## src/rtl/serial_alu.sv

```systemverilog
// rtl/serial_alu.sv - byte-serial 32-bit ALU that reads and writes a register file over four phases
module serial_alu (
   input  logic       clk,
   input  logic       rst,
   input  logic       start,
   input  logic [2:0] op,
   input  logic [7:0] rs1_dat,
   input  logic [7:0] rs2_dat,
   output logic [1:0] phase,
   output logic [7:0] rd_dat,
   output logic       rd_we,
   output logic       busy,
   output logic       done,
   output logic       eq,
   output logic       lt,
   output logic       ltu
);
   typedef enum logic [1:0] {IDLE, EXEC, WB} state_t;

   localparam logic [2:0] OP_ADD  = 3'd0;
   localparam logic [2:0] OP_SUB  = 3'd1;
   localparam logic [2:0] OP_AND  = 3'd2;
   localparam logic [2:0] OP_OR   = 3'd3;
   localparam logic [2:0] OP_XOR  = 3'd4;
   localparam logic [2:0] OP_SLT  = 3'd5;
   localparam logic [2:0] OP_SLTU = 3'd6;

   state_t      state, state_next;
   logic [2:0]  op_q;
   logic [31:0] buffer;
   logic        add_carry, cmp_carry, eq_acc;
   logic        pend_eq, pend_lt, pend_ltu;
   logic [8:0]  add_sum, cmp_sum;
   logic        fin_eq, fin_lt, fin_ltu;
   logic [7:0]  res_byte;

   // compare chain A + ~B + carry runs for every op so the flags are always valid
   assign add_sum = {1'b0, rs1_dat} + {1'b0, rs2_dat} + {8'h00, add_carry};
   assign cmp_sum = {1'b0, rs1_dat} + {1'b0, ~rs2_dat} + {8'h00, cmp_carry};
   assign fin_eq  = eq_acc & (rs1_dat == rs2_dat);
   assign fin_ltu = ~cmp_sum[8];
   assign fin_lt  = (rs1_dat[7] != rs2_dat[7]) ? rs1_dat[7] : fin_ltu;

   always_ff @(posedge clk) begin
      if (rst) state <= IDLE;
      else     state <= state_next;
   end

   always_comb begin
      state_next = state;
      busy       = 1'b0;
      rd_we      = 1'b0;
      rd_dat     = 8'h00;
      case (state)
         IDLE: if (start) state_next = EXEC;
         EXEC: begin
            busy = 1'b1;
            if (phase == 2'd3) state_next = WB;
         end
         WB: begin
            busy   = 1'b1;
            rd_we  = 1'b1;
            rd_dat = buffer[{phase, 3'b000} +: 8];
            if (phase == 2'd3) state_next = IDLE;
         end
         default: state_next = IDLE;
      endcase
   end

   always_comb begin
      res_byte = 8'h00;
      case (op_q)
         OP_ADD:  res_byte = add_sum[7:0];
         OP_SUB:  res_byte = cmp_sum[7:0];
         OP_AND:  res_byte = rs1_dat & rs2_dat;
         OP_OR:   res_byte = rs1_dat | rs2_dat;
         OP_XOR:  res_byte = rs1_dat ^ rs2_dat;
         OP_SLT:  res_byte = 8'h00;
         OP_SLTU: res_byte = 8'h00;
         default: res_byte = rs2_dat;
      endcase
   end

   always_ff @(posedge clk) begin
      if (rst) begin
         phase     <= 2'd0;
         op_q      <= 3'd0;
         buffer    <= 32'h0;
         add_carry <= 1'b0;
         cmp_carry <= 1'b0;
         eq_acc    <= 1'b0;
         pend_eq   <= 1'b0;
         pend_lt   <= 1'b0;
         pend_ltu  <= 1'b0;
         done      <= 1'b0;
         eq        <= 1'b0;
         lt        <= 1'b0;
         ltu       <= 1'b0;
      end else begin
         done <= 1'b0;
         case (state)
            IDLE: if (start) begin
               op_q      <= op;
               add_carry <= 1'b0;
               cmp_carry <= 1'b1;
               eq_acc    <= 1'b1;
               phase     <= 2'd0;
            end
            EXEC: begin
               buffer[{phase, 3'b000} +: 8] <= res_byte;
               add_carry <= add_sum[8];
               cmp_carry <= cmp_sum[8];
               eq_acc    <= fin_eq;
               phase     <= phase + 2'd1;
               if (phase == 2'd3) begin
                  pend_eq  <= fin_eq;
                  pend_lt  <= fin_lt;
                  pend_ltu <= fin_ltu;
                  // set-less-than results only exist once the top byte is compared
                  if (op_q == OP_SLT)  buffer[7:0] <= {7'b0, fin_lt};
                  if (op_q == OP_SLTU) buffer[7:0] <= {7'b0, fin_ltu};
               end
            end
            WB: begin
               phase <= phase + 2'd1;
               if (phase == 2'd3) begin
                  done <= 1'b1;
                  eq   <= pend_eq;
                  lt   <= pend_lt;
                  ltu  <= pend_ltu;
               end
            end
            default: phase <= 2'd0;
         endcase
      end
   end
endmodule

```

## config.mk

```make
export PLATFORM = sky130hd
export DESIGN_NAME = serial_alu
export DESIGN_NICKNAME = d
export VERILOG_FILES = /design/src/rtl/serial_alu.sv
export SDC_FILE = /design/constraint.sdc
export NUM_CORES = 1
export LEC_CHECK = 0
export ABC_AREA = 1
export BUFFER_PORTS_ARGS = -buffer_cell sky130_fd_sc_hd__buf_2
export CAP_MARGIN = 20
export CORE_UTILIZATION = 50
export CTS_BUF_LIST = sky130_fd_sc_hd__clkbuf_8
export CTS_CLUSTER_SIZE = 30
export DETAILED_ROUTE_END_ITERATION = 12
export GPL_TIMING_DRIVEN = 0
export PLACE_DENSITY = 0.76
export SYNTH_ARGS = -nofsm -noshare
export SYNTH_HDL_FRONTEND = slang
export SYNTH_SLANG_ARGS = --single-unit
export TNS_END_PERCENT = 20
```

## constraint.sdc

```tcl
create_clock -name clk -period 4.75 [get_ports clk]
set_input_delay 0.475 -clock clk [delete_from_list [all_inputs] [get_ports clk]]
set_output_delay 0.475 -clock clk [all_outputs]
set_load 0.01 [all_outputs]
```

==> impl_metrics.tcl <==
set metrics [dict create \
    ant_nets 0 \
    ys_ff_latch 49 \
    crit_required_ns 4.99 \
    fp.dieW_um 88.36 \
    period_share_pct 61.59 \
    viasPerCell 5.391 \
    antenna_found_initial 0 \
    grt_max_degree 17 \
    synth_top_area_cell "dfxtp_1" \
    critPathKind "register to register" \
    cts_tree "built" \
    synth_cell_types 35 \
    p_switching_mw 0.4210 \
    post-cts-setup-buffers 0 \
    clk_pin_slew_ns 0.10 \
    syn_inst 583 \
    slew-limit-headroom_pct 37.26 \
    cap_violations 0 \
    outcome "completed" \
    area_growth_pct 10.70 \
    dieHeight_um 88.36 \
    grt_usage_pct 26.40 \
    grt_pass1_wl_mm 16.11 \
    finalClockSkew_ns 0.008178 \
    clk_latency_ns 0.30 \
    ys_seq_area_share_pct 26.31 \
    p_sw_share_pct 39.24 \
    hold_class "input pin to register" \
    core_area_mm2 0.007214 \
    start_util_pct 51.68 \
    tightest_slew_ns 0.9339 \
    clock-sinks 49 \
    rsz0062_at_grt "false" \
    pwr_density_cell_mw_per_mm2 260.0 \
    vias 3919 \
    grt_pass1_vias 3412 \
    clk_path_buf_depth 2 \
    ioPinCount 38 \
    num_rows 31 \
    finalInstanceArea_mm2 0.004128 \
    leakage_nw 1.932 \
    netlist.area_leader.share_pct 26.31 \
    power_frac_clock_pct 23.6 \
    crit_path_end_kind "register" \
    gp_congestion 0.9446 \
    cts-root-buf "clkbuf_8" \
    finalHoldViolCount 0 \
    die_area_mm2 0.007807 \
    fin_tns_setup_ns 0 \
    cts-htree-levels 2 \
    diodes 0 \
    p_seq_share_pct 41.4 \
    slew_viol_final 0 \
    io_buffers 37 \
    mappedNetlistArea_mm2 0.003729 \
    cp_max_fo 12 \
    avgSynthCellArea_um2 6.395 \
    irDropWorstVdd_mv 0.1290 \
    drc_errors 0 \
    cp-start-kind "register" \
    max_freq_mhz 341.8 \
    placedInstanceArea_mm2 0.004038 \
    period_minus_slack_ns 2.925 \
    grt.overflow.total 0 \
    drive_above_1_share_pct 13.22 \
    wl_per_cell_um 13.63 \
    yosys-top-cells-area "dfxtp_1 26%, nand2_1 13%, ha_1 11%" \
    dr.pass1.iters 8 \
    drt_iter0_drc 331 \
    power.internal_mw 0.6520 \
    fill_cells 734 \
    comb_power_share_pct 35.0 \
    syn-num-nets 643 \
    yosysWarnings 0 \
    dp_hpwl_mm 7.796 \
    arrival_ns 3.16 \
    setup_viol 0 \
    cts_buffers 5 \
    wl_mm 9.907 \
    nets 687 \
    cts_hold_buf 0 \
    ctsResizeCount 0 \
]
-- registers in the layout, summed over array words and instances (netlist names) --
signal,cells
eq,1
op_q,3
pend_ltu,1
ltu,1
pend_lt,1
buffer,32
state,2
pend_eq,1
add_carry,1
lt,1
eq_acc,1
phase,2
cmp_carry,1
done,1
-- worst paths after layout --
kind	start	end	slack, ns	depth (start not counted)
hold / removal	op[0]	op_q[0]$_SDFFE_PP0P_	0.46	3
hold reg to reg	buffer[25]$_SDFFE_PP0P_	buffer[25]$_SDFFE_PP0P_	0.47	2
setup / recovery	phase[0]$_SDFFE_PP0P_	buffer[20]$_SDFFE_PP0P_	1.82	8
setup reg to reg	phase[0]$_SDFFE_PP0P_	buffer[20]$_SDFFE_PP0P_	1.82	8
-- cell families after synthesis --
logic type / count (synthesis) / share of synthesized area, %
xor+xnor: 1 / 0.2349
compound gates: 116 / 16.91
buf+inv: 100 / 10.54
simple gates: 279 / 32.45
fa+ha+maj: 38 / 13.56
flops: 49 / 26.31
-- cells in the mapped netlist (all sizes together) --
master,instances
nor2,83
buf,7
nand3b,1
o21bai,1
nor3,8
xor2,1
dfxtp,49
fa,4
inv,79
a21oi,67
or2,2
nand4,11
o21ai,35
a211oi,4
clkinv,2
ha,34
o211ai,5
o22ai,3
nand3,42
o21a,1
nand2,132
clkbuf,12
-- stage by stage --
step	hold slack, ns	cells	setup WS [ns]	utilization [%]	power, mW
3_3_place_gp	0.4495	719	2.061	55.97	0.8092
4_1_cts	0.4651	727	1.946	57.21	1.067
6_report	0.4593	727	1.825	57.21	1.073
3_5_place_dp	0.4539	719	1.979	55.97	0.8187
5_1_grt	0.4656	727	1.683	57.21	1.142
2_1_floorplan	0.4422	583	2.534	-	0.7172
-- cell usage in the layout (no fill, tap or decap), drive strengths merged --
cell type | synthesis | layout
o22ai | 3 | 3
o21a | 1 | 1
nand3 | 42 | 42
clkinvlp | 0 | 1
nor2 | 83 | 83
buf | 7 | 44
nor3 | 8 | 8
o21bai | 1 | 1
o21ai | 35 | 35
clkbuf | 12 | 17
nand3b | 1 | 1
clkinv | 2 | 3
dfxtp | 49 | 49
a211oi | 4 | 4
nand4 | 11 | 11
fa | 4 | 4
o211ai | 5 | 5
nand2 | 132 | 132
xor2 | 1 | 1
ha | 34 | 34
inv | 79 | 80
or2 | 2 | 2
a21oi | 67 | 67
-- critical path, cell delays in order (launching register included) --
cell      delay (ns)
dfxtp_1         0.43
clkbuf_1        0.30
inv_2           0.12
clkbuf_1        0.31
ha_1            0.45
inv_1           0.08
nor3_1          0.76
nand4_1         0.23
a21oi_1         0.17
-- power by group through the flow --
stage	clock network [mW]	registers, mW	logic [mW]
6_report	0.254	0.444	0.376
5_1_grt	0.278	0.446	0.419
4_1_cts	0.256	0.444	0.368
3_5_place_dp	0	0.453	0.366
3_3_place_gp	0	0.452	0.357
2_1_floorplan	0	0.450	0.267
-- routing by layer --
layer  wire [µm]  vias up  global-route usage, %  share of wire, %
met5           0        -                      0                 0
met4         106        0                  5.132               1.1
met3         741       13                  3.078               7.5
met2        4453      155                  43.15                45
met1        4606     1787                  37.61                46
li1            -     1964                      -                 -
-- area by class of cell --
| cell class | count | area, µm² | share of cell area (%) |
|---|---|---|---|
| Tap cell | 99 | 123.9 | 3.001 |
| Sequential cell | 49 | 980.9 | 23.76 |
| Timing Repair Buffer | 37 | 185.2 | 4.486 |
| Multi-Input combinational cell | 434 | 2355 | 57.05 |
| Clock inverter | 3 | 21.27 | 0.5153 |
| Clock buffer | 5 | 68.82 | 1.667 |
| Buffer | 19 | 87.58 | 2.122 |
| Inverter | 81 | 305.3 | 7.396 |
Power figures use the tool's default switching activity.
